## config.mk

```make
export PLATFORM = sky130hd
export DESIGN_NAME = serial_rx
export DESIGN_NICKNAME = d
export VERILOG_FILES = /design/src/rtl/serial_rx.sv
export SDC_FILE = /design/constraint.sdc
export NUM_CORES = 1
export LEC_CHECK = 0
export CAP_MARGIN = 0
export CORE_MARGIN = 2
export CORE_UTILIZATION = 44
export DETAILED_ROUTE_END_ITERATION = 7
export GPL_TIMING_DRIVEN = 0
export PLACE_DENSITY = 0.66
export SETUP_SLACK_MARGIN = 0.5
export SLEW_MARGIN = 5
export SYNTH_ARGS = -nofsm -noshare
export SYNTH_HDL_FRONTEND = slang
export SYNTH_SLANG_ARGS = --single-unit
```

## constraint.sdc

```tcl
create_clock -name clk -period 2.45 [get_ports clk]
set_input_delay 0.3675 -clock clk [delete_from_list [all_inputs] [get_ports clk]]
set_output_delay 0.3675 -clock clk [all_outputs]
set_load 0.05 [all_outputs]
```

## src/rtl/serial_rx.sv

```systemverilog
// Single-wire serial frame receiver: start bit, DATA_BITS data bits LSB first,
// optional even-parity bit (`SERIAL_RX_PARITY_EN`), one stop bit.
module serial_rx #(
  parameter int CLKS_PER_BIT = 4,
  parameter int DATA_BITS    = 8
) (
  input  logic                 clk,
  input  logic                 reset,
  input  logic                 in,
  output logic [DATA_BITS-1:0] out,
  output logic                 valid,
  output logic                 frame_err,
  output logic                 busy
);

  localparam int HALF = CLKS_PER_BIT / 2;
  localparam int CW   = (CLKS_PER_BIT > 1) ? $clog2(CLKS_PER_BIT) : 1;
  localparam int IW   = (DATA_BITS > 1) ? $clog2(DATA_BITS) : 1;

  localparam logic [CW-1:0] CNT_LAST = CW'(CLKS_PER_BIT - 1);
  localparam logic [CW-1:0] CNT_HALF = CW'(HALF - 1);
  localparam logic [IW-1:0] IDX_LAST = IW'(DATA_BITS - 1);

`ifdef SERIAL_RX_PARITY_EN
  typedef enum logic [2:0] {S_IDLE, S_START, S_DATA, S_PARITY, S_STOP} state_t;
`else
  typedef enum logic [2:0] {S_IDLE, S_START, S_DATA, S_STOP} state_t;
`endif

  state_t                 state_q, state_d;
  logic [CW-1:0]          cnt_q, cnt_d;
  logic [IW-1:0]          idx_q, idx_d;
  logic [DATA_BITS-1:0]   shreg_q, shreg_d;
  logic [DATA_BITS-1:0]   out_q, out_d;
  logic                   valid_q, valid_d;
  logic                   frame_err_q, frame_err_d;
  logic                   perr;

`ifdef SERIAL_RX_PARITY_EN
  logic perr_q, perr_d;
  assign perr = perr_q;
`else
  assign perr = 1'b0;
`endif

  always_comb begin
    state_d     = state_q;
    cnt_d       = cnt_q;
    idx_d       = idx_q;
    shreg_d     = shreg_q;
    out_d       = out_q;
    valid_d     = 1'b0;
    frame_err_d = 1'b0;
`ifdef SERIAL_RX_PARITY_EN
    perr_d      = perr_q;
`endif
    case (state_q)
      S_IDLE: begin
        if (!in) begin
          state_d = S_START;
          cnt_d   = '0;
        end
      end
      S_START: begin
        cnt_d = cnt_q + CW'(1);
        if (cnt_q == CNT_HALF) begin
          cnt_d = '0;
          // A start bit that has vanished by mid-bit is a glitch, not a frame
          if (!in) begin
            state_d = S_DATA;
            idx_d   = '0;
          end else begin
            state_d = S_IDLE;
          end
        end
      end
      S_DATA: begin
        cnt_d = cnt_q + CW'(1);
        if (cnt_q == CNT_LAST) begin
          shreg_d                = shreg_q >> 1;
          shreg_d[DATA_BITS-1]   = in;
          cnt_d                  = '0;
          idx_d                  = idx_q + IW'(1);
          if (idx_q == IDX_LAST) begin
`ifdef SERIAL_RX_PARITY_EN
            state_d = S_PARITY;
`else
            state_d = S_STOP;
`endif
          end
        end
      end
`ifdef SERIAL_RX_PARITY_EN
      S_PARITY: begin
        cnt_d = cnt_q + CW'(1);
        if (cnt_q == CNT_LAST) begin
          perr_d  = (in != ^shreg_q);
          cnt_d   = '0;
          state_d = S_STOP;
        end
      end
`endif
      S_STOP: begin
        cnt_d = cnt_q + CW'(1);
        if (cnt_q == CNT_LAST) begin
          if (in && !perr) begin
            out_d   = shreg_q;
            valid_d = 1'b1;
          end else begin
            frame_err_d = 1'b1;
          end
          cnt_d   = '0;
          state_d = S_IDLE;
        end
      end
      default: state_d = S_IDLE;
    endcase
  end

  always_ff @(posedge clk) begin
    if (reset) begin
      state_q     <= S_IDLE;
      cnt_q       <= '0;
      idx_q       <= '0;
      shreg_q     <= '0;
      out_q       <= '0;
      valid_q     <= 1'b0;
      frame_err_q <= 1'b0;
`ifdef SERIAL_RX_PARITY_EN
      perr_q      <= 1'b0;
`endif
    end else begin
      state_q     <= state_d;
      cnt_q       <= cnt_d;
      idx_q       <= idx_d;
      shreg_q     <= shreg_d;
      out_q       <= out_d;
      valid_q     <= valid_d;
      frame_err_q <= frame_err_d;
`ifdef SERIAL_RX_PARITY_EN
      perr_q      <= perr_d;
`endif
    end
  end

  assign out       = out_q;
  assign valid     = valid_q;
  assign frame_err = frame_err_q;
  assign busy      = (state_q != S_IDLE);

endmodule

```

==> out/metrics.csv, run 1 <==
stage,metric,value,unit
yosys,Syn Area/Cell,9.71,um2
cts,worst skew pair latency,0.33,ns
timing,fin crit share,0.760,
outcome,status,finished clean,
cts,Root Driver,clkbuf_4,
cts,H-tree Lvls,1,
detailed_routing,DR iter-0 viols,13,
global_routing,GRT Overall Usage,0.143,
timing,Finish-stage setup viols,0,
timing,unrepaired setup endpoints after global routing,false,
cts,CTS Buffer Depth,2,
floorplanning,die width,53.7,um
place,pre-CTS WS,0.573,ns
timing,headroom to the max-slew limit,0.666,
power_and_ir_drop,Max rail drop VDD,0.000437,V
timing,minimum clock period,1.86,ns
floorplanning,die area,2880,um2
yosys,asr flop ratio synth,0,
detailed_routing,via density per instance,5.07,
power_and_ir_drop,clock power share,0.294,
timing,Max Transition Viols Final,0,
yosys,Post-Syn Area,1090,um2
timing,skew final,0.00199,ns
power_and_ir_drop,PD cells,524,nW/um2
yosys,YS warnings,0,
cts,CTS tree,built,
setup_path,crit path kind,reg2out,
timing,Total Neg Setup Slack,0,ns
place,I/O Buffers,11,
global_routing,largest net degree at the start of global routing,16,
finish,post-route insts no fill,157,
timing,Max Clock Freq,537,MHz
worst_hold_path,worst hold-check path type,in2reg,
place,Final GP Congestion,0.760,
detailed_routing,antenna-violating nets left,0,
setup_path,slowest library cell on the worst path,clkdlybuf4s50_1,
setup_path,ordered cell list for the critical path,clkdlybuf4s50_1,
yosys,post-synthesis instance total,112,
finish,"leading cell type in the layout, fill and taps excluded",dfxtp_1,
floorplanning,row count,18,
global_routing,initial antenna violation count,0,
cts,CTS Buf Count,3,
detailed_routing,WL per Instance,11.8,um
yosys,Mapped Nets,121,
detailed_routing,first-pass iteration count of the detailed router,4,
setup_path,Startpoint Class,flop,
timing,slew of the pin with the lowest slew margin,0.499,ns
detailed_routing,DR vias,796,
cts,"Setup Fix Bufs, Post-CTS",0,
power_and_ir_drop,Combinational Power Share,0.078,
setup_path,CP Max Fanout,2,
cts,clock sink count,25,
setup_path,Arrival @ worst endpoint,1.50,ns
floorplanning,die outline height,53.7,um
yosys,Post-synth EDFFs,0,
power_and_ir_drop,sequential power share,0.628,
setup_path,max incr delay on CP,0.81,ns
power_and_ir_drop,sw frac,0.251,
floorplanning,core area,2410,um2
yosys,"Top FF cell, synth",dfxtp_1,
place,Detail Placement HPWL,1330,um
timing,final hold vios,0,
yosys,register bit total from synthesis,25,
power_and_ir_drop,leak pwr,0.554,nW
yosys,post-synthesis sequential area ratio,0.460,
power_and_ir_drop,internal power,0.496,mW
setup_path,CP endpoint kind,output port,
job,Max-Cap Viols,0,
setup_path,WP buf/inv,1,
timing,post-route setup slack,0.587,ns
finish,Ant. Diodes,0,
cts,"Clk pin slew, worst setup/hold paths",0.14,ns
floorplanning,Starting Density,0.451,
global_routing,vias in the first global route,630,
detailed_routing,Post-Route WL,1850,um
global_routing,first-pass GRT wire length,2890,um
finish,area grow syn2layout,16.5,%
place,placed cells,153,
global_routing,total grt overflow,0,
finish,most frequent cells in the layout,"dfxtp_1, nand2_1, a21oi_1",
yosys,post-synthesis cell type count,24,
setup_path,"CP delay by family, top",buffers and inverters,
detailed_routing,drt drc,0,
power_and_ir_drop,overall power,0.663,mW
finish,Layout Nets,137,
finish,proportion of layout cells with a drive suffix above 1,0.118,
setup_path,Crit path required time,2.08,ns
floorplanning,IO Pins,14,
power_and_ir_drop,Switch Pwr,0.167,mW
[sequential cells by signal, summed over array words and instances (netlist names)]
name and cells:
cnt_q 2, idx_q 3, out 8, state_q 2, valid 1, shreg_q 8, frame_err 1
[worst register-to-register path: stages (launching register included)]
cell and delay, ns:
dfxtp_1 0.46, ha_1 0.32, nand2_1 0.10, mux4_2 0.46, nor2_1 0.09
[layout make-up]
| cell class | count | area (um2) |
|---|---|---|
| Buffer | 8 | 75.1 |
| Clock buffer | 3 | 22.5 |
| Clock inverter | 1 | 7.51 |
| Fill cell | 232 | 1140 |
| Inverter | 4 | 15.0 |
| Multi-Input combinational cell | 75 | 497 |
| Sequential cell | 25 | 500 |
| Tap cell | 30 | 37.5 |
| Timing Repair Buffer | 11 | 111 |
[what timing repair did]
action,4_1_cts,5_1_grt
hold buffers,0,0
endpoints found under the hold margin,0,0
setup endpoints to repair,1,0
resized for setup,3,0
[power groups by stage]
stage,clock (mW),combinational [mW],sequential [mW]
2_1_floorplan,0,0.0420,0.424
3_3_place_gp,0,0.0514,0.425
3_5_place_dp,0,0.0527,0.425
6_report,0.195,0.0520,0.416
4_1_cts,0.203,0.0522,0.416
5_1_grt,0.215,0.0559,0.417
[final timing paths]
check        startpoint         end  slack (ns)  cells past startpoint
max              out[7]      out[7]        0.59                      1
min                  in   frame_err        0.22                      2
max reg2reg    cnt_q[0]  state_q[0]        0.98                      4
min reg2reg      out[3]      out[3]        0.47                      2
[Yosys cell counts (2+ instances only)]
| library cell | number | area (um2) |
|---|---|---|
| dfxtp_1 | 25 | 500 |
| nand2_1 | 19 | 71.3 |
| a21oi_1 | 14 | 70.1 |
| nor2_1 | 11 | 41.3 |
| mux2i_1 | 8 | 80.1 |
| ha_1 | 6 | 75.1 |
| buf_6 | 4 | 45.0 |
| inv_1 | 4 | 15.0 |
| nand3_1 | 4 | 20.0 |
| nand4b_1 | 2 | 17.5 |
| nor4b_1 | 2 | 17.5 |
[cells by family (layout without fill, tap and decap cells)]
| logic type | Yosys count | in the layout | share of synthesized area |
|---|---|---|---|
| buf+inv | 12 | 27 | 0.0828 |
| mux | 9 | 9 | 0.0944 |
| flops | 25 | 25 | 0.460 |
| fa+ha+maj | 6 | 6 | 0.0690 |
| compound gates | 16 | 16 | 0.0783 |
| simple gates | 44 | 44 | 0.215 |
[routing by layer]
metal  vias to the layer above  GRT usage  share of wire
met5                         -          0              0
li1                        413          -              -
met4                         0     0.0769          0.016
met2                         9      0.205           0.45
met1                       370      0.196           0.51
met3                         4     0.0333          0.020
[through the flow]
step / hold slack (ns) / instance area, um2 / utilization
finish: 0.224 / 1270 / 0.525
global route: 0.213 / 1270 / 0.525
CTS: 0.211 / 1270 / 0.525
detailed placement: 0.448 / 1230 / 0.512
global placement: 0.444 / 1230 / 0.512
floorplan: 0.432 / 1090 / -
Note: power is estimated with default switching activity, not from simulation.
==> run 2, diff against run 1 <==
clock period = 1.8 ns   (was 2.45 ns; I/O delays follow)
==> out/metrics.csv, run 2 (synthesized netlist as in run 1, its figures left out) <==
stage,metric,value,unit,change
outcome,status,finished clean,,
worst_hold_path,worst hold-check path type,in2reg,,
setup_path,RR Startpoint,state_q[0],,
timing,final hold vios,0,,unchanged
finish,area grow syn2layout,22.1,%,
detailed_routing,WL per Instance,13.3,um,+13%
setup_path,CP endpoint kind,output port,,
place,Placed Area,1240,um2,+0.20%
detailed_routing,antenna-violating nets left,0,,unchanged
floorplanning,die area,2880,um2,unchanged
place,I/O Buffers,11,,unchanged
global_routing,vias in the first global route,773,,+23%
global_routing,initial antenna violation count,0,,unchanged
finish,final instance area,1330,um2,+4.8%
job,Max-Cap Viols,0,,unchanged
setup_path,Arrival @ worst endpoint,1.10,ns,-0.40 ns
cts,clock sink count,25,,unchanged
setup_path,R2R cell count,6,,+2
timing,skew final,0.00722,ns,+0.00524 ns
timing,Total Neg Setup Slack,0,ns,unchanged
floorplanning,IO Pins,14,,unchanged
power_and_ir_drop,leak pwr,0.601,nW,+8.5%
cts,H-tree Lvls,1,,unchanged
power_and_ir_drop,Max rail drop VDD,0.000632,V,+45%
timing,Max Clock Freq,729,MHz,
timing,fin crit share,0.762,,
setup_path,Startpoint Class,flop,,
setup_path,CP Max Fanout,3,,+1
power_and_ir_drop,overall power,0.913,mW,+38%
floorplanning,Starting Density,0.451,,unchanged
timing,Max Transition Viols Final,0,,unchanged
floorplanning,row count,18,,unchanged
detailed_routing,DR iter-0 viols,13,,unchanged
setup_path,CP Launch Point,state_q[0],,
cts,CTS Buffer Depth,2,,unchanged
timing,Finish-stage setup viols,0,,unchanged
global_routing,first-pass GRT wire length,3750,um,+30%
cts,"Clk pin slew, worst setup/hold paths",0.14,ns,about the same
setup_path,Crit path required time,1.53,ns,-0.55 ns
timing,minimum clock period,1.37,ns,
place,Final GP Congestion,0.705,,-7.2%
setup_path,R2R setup slack,0.49,ns,-0.49 ns
place,Detail Placement HPWL,1360,um,+2.6%
cts,Root Driver,clkbuf_4,,
global_routing,total grt overflow,0,,unchanged
timing,slew of the pin with the lowest slew margin,0.475,ns,-0.0241 ns
global_routing,largest net degree at the start of global routing,16,,unchanged
timing,unrepaired setup endpoints after global routing,true,,
timing,headroom to the max-slew limit,0.683,,+0.0171
global_routing,GRT Overall Usage,0.183,,+0.0407
floorplanning,die width,53.7,um,unchanged
cts,CTS Buf Count,3,,unchanged
finish,Ant. Diodes,0,,unchanged
finish,most frequent cells in the layout,"nand2_1, dfxtp_1, a21oi_1",,
floorplanning,core area,2410,um2,unchanged
detailed_routing,via density per instance,5.15,,+1.7%
detailed_routing,Post-Route WL,2160,um,+17%
finish,Layout Nets,142,,+3.6%
detailed_routing,DR vias,835,,+4.9%
floorplanning,die outline height,53.7,um,unchanged
cts,worst skew pair latency,0.32,ns,about the same
power_and_ir_drop,PD cells,688,nW/um2,+31%
detailed_routing,drt drc,0,,unchanged
cts,CTS tree,built,,
setup_path,CP Capture Point,busy,,
detailed_routing,first-pass iteration count of the detailed router,4,,unchanged
setup_path,crit path kind,reg2out,,
finish,proportion of layout cells with a drive suffix above 1,0.311,,+0.192
setup_path,capturing point of the worst reg2reg path,shreg_q[6],,
==> run 2: per-stage QoR <==
stage / worst slack, ns / utilization / std cells / hold WS, ns
6_report: 0.428 / 0.551 / 162 / 0.152
5_1_grt: 0.393 / 0.551 / 162 / 0.135
4_1_cts: 0.452 / 0.535 / 161 / 0.127
3_5_place_dp: 0.0417 / 0.513 / 153 / 0.447
3_3_place_gp: 0.0318 / 0.513 / 153 / 0.445
2_1_floorplan: 0.531 / - / 112 / 0.432
==> run 2: per-layer routing <==
metal	vias to the layer above	routed length (um)	global-route usage
met3	0	69	0.0333
met1	401	984	0.251
met2	12	1110	0.301
li1	422	-	-
met5	-	0	0
met4	0	0	0.0385
==> run 2: cell type report <==
cell class | instances | area [um2]
plain buffers | 8 | 85.1
clock buffers | 3 | 22.5
clock inverters | 1 | 7.51
fillers | 209 | 1080
inverters | 4 | 15.0
multi-input cells | 75 | 542
flip-flops and latches | 25 | 515
well taps | 30 | 37.5
repair buffers | 16 | 103
==> run 2: what timing repair did <==
action                                  in CTS  in global routing
buffers inserted                             4                  1
endpoints found under the setup margin      23                 21
pin swaps                                    1                  0
resized for setup                           69                  9
hold buffers                                 0                  0
==> run 2: worst min-delay path by stage <==
stage / slack, ns / startpoint / cells after the start / endpoint
after floorplan: 0.43 / shreg_q[0] / 2 / out[0]
after global placement: 0.45 / out[7] / 2 / out[7]
after detailed placement: 0.45 / out[3] / 2 / out[3]
after CTS: 0.13 / in / 2 / frame_err
after global routing: 0.14 / in / 2 / frame_err
final: 0.15 / in / 2 / frame_err
==> run 2: power by group <==
group          switching (mW)  leakage [nW]  internal (mW)
sequential             0.0104         0.205          0.558
combinational          0.0493         0.382         0.0434
clock                   0.168        0.0139         0.0847
==> run 2: critical path: stages (launching register included) <==
cell and delay [ns]:
dfxtp_2 0.36, buf_6 0.12, nor2_4 0.12, inv_2 0.05, buf_8 0.14
==> run 3, diff against run 2 <==
PLACE_DENSITY = 0.68   (was 0.66)
clock period = 1.25 ns   (was 1.8 ns; I/O delays follow)
==> out/metrics.csv, run 3 (synthesized netlist as in run 1, its figures left out) <==
stage,metric,value,unit,change
outcome,status,finished with violations,,
outcome,violated checks,negative setup slack,,
timing,final hold vios,0,,unchanged
detailed_routing,Post-Route WL,2470,um,+15%
timing,post-route setup slack,-0.0630,ns,-0.491 ns
detailed_routing,first-pass iteration count of the detailed router,4,,unchanged
place,I/O Buffers,11,,unchanged
power_and_ir_drop,overall power,1.39,mW,+53%
cts,worst skew pair latency,0.33,ns,about the same
timing,headroom to the max-slew limit,0.515,,-0.169
cts,"Clk pin slew, worst setup/hold paths",0.15,ns,about the same
global_routing,first-pass GRT wire length,3760,um,+0.19%
floorplanning,die outline height,53.7,um,unchanged
place,Detail Placement HPWL,1390,um,+2.2%
global_routing,GRT Overall Usage,0.184,,+0.000371
floorplanning,core area,2410,um2,unchanged
finish,proportion of layout cells with a drive suffix above 1,0.658,,+0.347
setup_path,Startpoint Class,flop,,
place,pre-CTS WS,-0.346,ns,-0.387 ns
floorplanning,die area,2880,um2,unchanged
worst_hold_path,hold-critical path depth,2,,unchanged
worst_hold_path,worst hold-check path type,in2reg,,
finish,Ant. Diodes,0,,unchanged
global_routing,largest net degree at the start of global routing,16,,unchanged
floorplanning,row count,18,,unchanged
finish,Layout Nets,156,,+9.9%
timing,worst hold margin,0.0615,ns,-0.0905 ns
finish,Layout Utilization,0.739,,+0.188
detailed_routing,antenna-violating nets left,0,,unchanged
detailed_routing,drt drc,0,,unchanged
floorplanning,Starting Density,0.451,,unchanged
detailed_routing,DR vias,934,,+12%
timing,fin crit share,1.05,,
cts,H-tree Lvls,1,,unchanged
cts,Root Driver,clkbuf_4,,
cts,CTS Buffer Depth,2,,unchanged
finish,area grow syn2layout,63.9,%,
cts,CTS Buf Count,3,,unchanged
detailed_routing,via density per instance,5.31,,+3.0%
setup_path,R2R cell count,5,,-1
cts,clock sink count,25,,unchanged
timing,skew final,0.0132,ns,+0.00599 ns
timing,unrepaired setup endpoints after global routing,true,,
power_and_ir_drop,leak pwr,0.819,nW,+36%
cts,hold buffer count at CTS,0,,unchanged
finish,flip-flop and latch area,528,um2,+2.4%
setup_path,crit path kind,reg2reg,,
finish,Fill cells,152,,-27%
timing,slew of the pin with the lowest slew margin,0.728,ns,+0.253 ns
global_routing,vias in the first global route,863,,+12%
job,Max-Cap Viols,0,,unchanged
power_and_ir_drop,Max rail drop VDD,0.000900,V,+42%
place,Final GP Congestion,0.773,,+9.7%
timing,Finish-stage setup viols,2,,+2
cts,CTS tree,built,,
global_routing,initial antenna violation count,0,,unchanged
timing,Max Transition Viols Final,0,,unchanged
detailed_routing,DR iter-0 viols,12,,-1
global_routing,total grt overflow,0,,unchanged
detailed_routing,WL per Instance,14.1,um,+5.5%
floorplanning,die width,53.7,um,unchanged
setup_path,CP Max Fanout,2,,-1
timing,minimum clock period,1.31,ns,
setup_path,Arrival @ worst endpoint,1.57,ns,+0.47 ns
setup_path,Crit path required time,1.51,ns,-0.02 ns
timing,Max Clock Freq,762,MHz,
finish,footprint of the multi-input gates,741,um2,+37%
floorplanning,IO Pins,14,,unchanged
setup_path,CP endpoint kind,flop,,
power_and_ir_drop,PD cells,783,nW/um2,+14%
finish,most frequent cells in the layout,"buf_8, buf_4, dfxtp_2",,
[run 3: final cells by class]
class                      instances  share of cell area
buffer                             8              0.0541
clock inverter                     1             0.00351
inverter                           4              0.0126
tap                               30              0.0211
timing repair buffer              29               0.184
sequential                        25               0.296
clock buffer                       3              0.0126
multi-input combinational         76               0.416
[run 3: per-layer routing]
metal  track usage  wire length [um]  vias up
met5             0                 0        -
met4        0.0769                32        0
met3        0.0333                56        4
met2         0.307              1300       12
met1         0.231              1090      463
li1              -                 -      455
[run 3: per-stage QoR]
stage               setup TNS [ns]  cell area [um2]  instances
floorplan                        0             1180        112
detailed placement          -0.647             1330        153
finish                      -0.118             1780        176
global placement            -0.608             1330        153
global route                -0.327             1780        176
CTS                        -0.0998             1630        167
[run 3: repair_timing]
action                     in CTS  in global routing
pin swaps                      20                 24
resized for setup             114                 21
setup endpoints to repair      36                 36
gates cloned                    2                  0
buffers inserted                8                  9
[run 3: critical path, cell delays in order (launching register included)]
cell and delay [ns]:
dfxtp_2 0.38, ha_4 0.14, ha_4 0.12, nand2_1 0.04, mux4_2 0.46, nor2_1 0.11
[run 3: final timing paths]
| path | from | end | slack, ns |
|---|---|---|---|
| max | idx_q[0] | state_q[0] | -0.06 |
| min reg2reg | shreg_q[3] | out[3] | 0.48 |
| max reg2reg | idx_q[0] | state_q[0] | -0.06 |
| min | in | frame_err | 0.06 |
[run 3: where the power goes]
group	switching [mW]	leakage [nW]	internal, mW
registers	0.0142	0.211	0.802
logic	0.0946	0.590	0.0999
clock network	0.258	0.0183	0.125
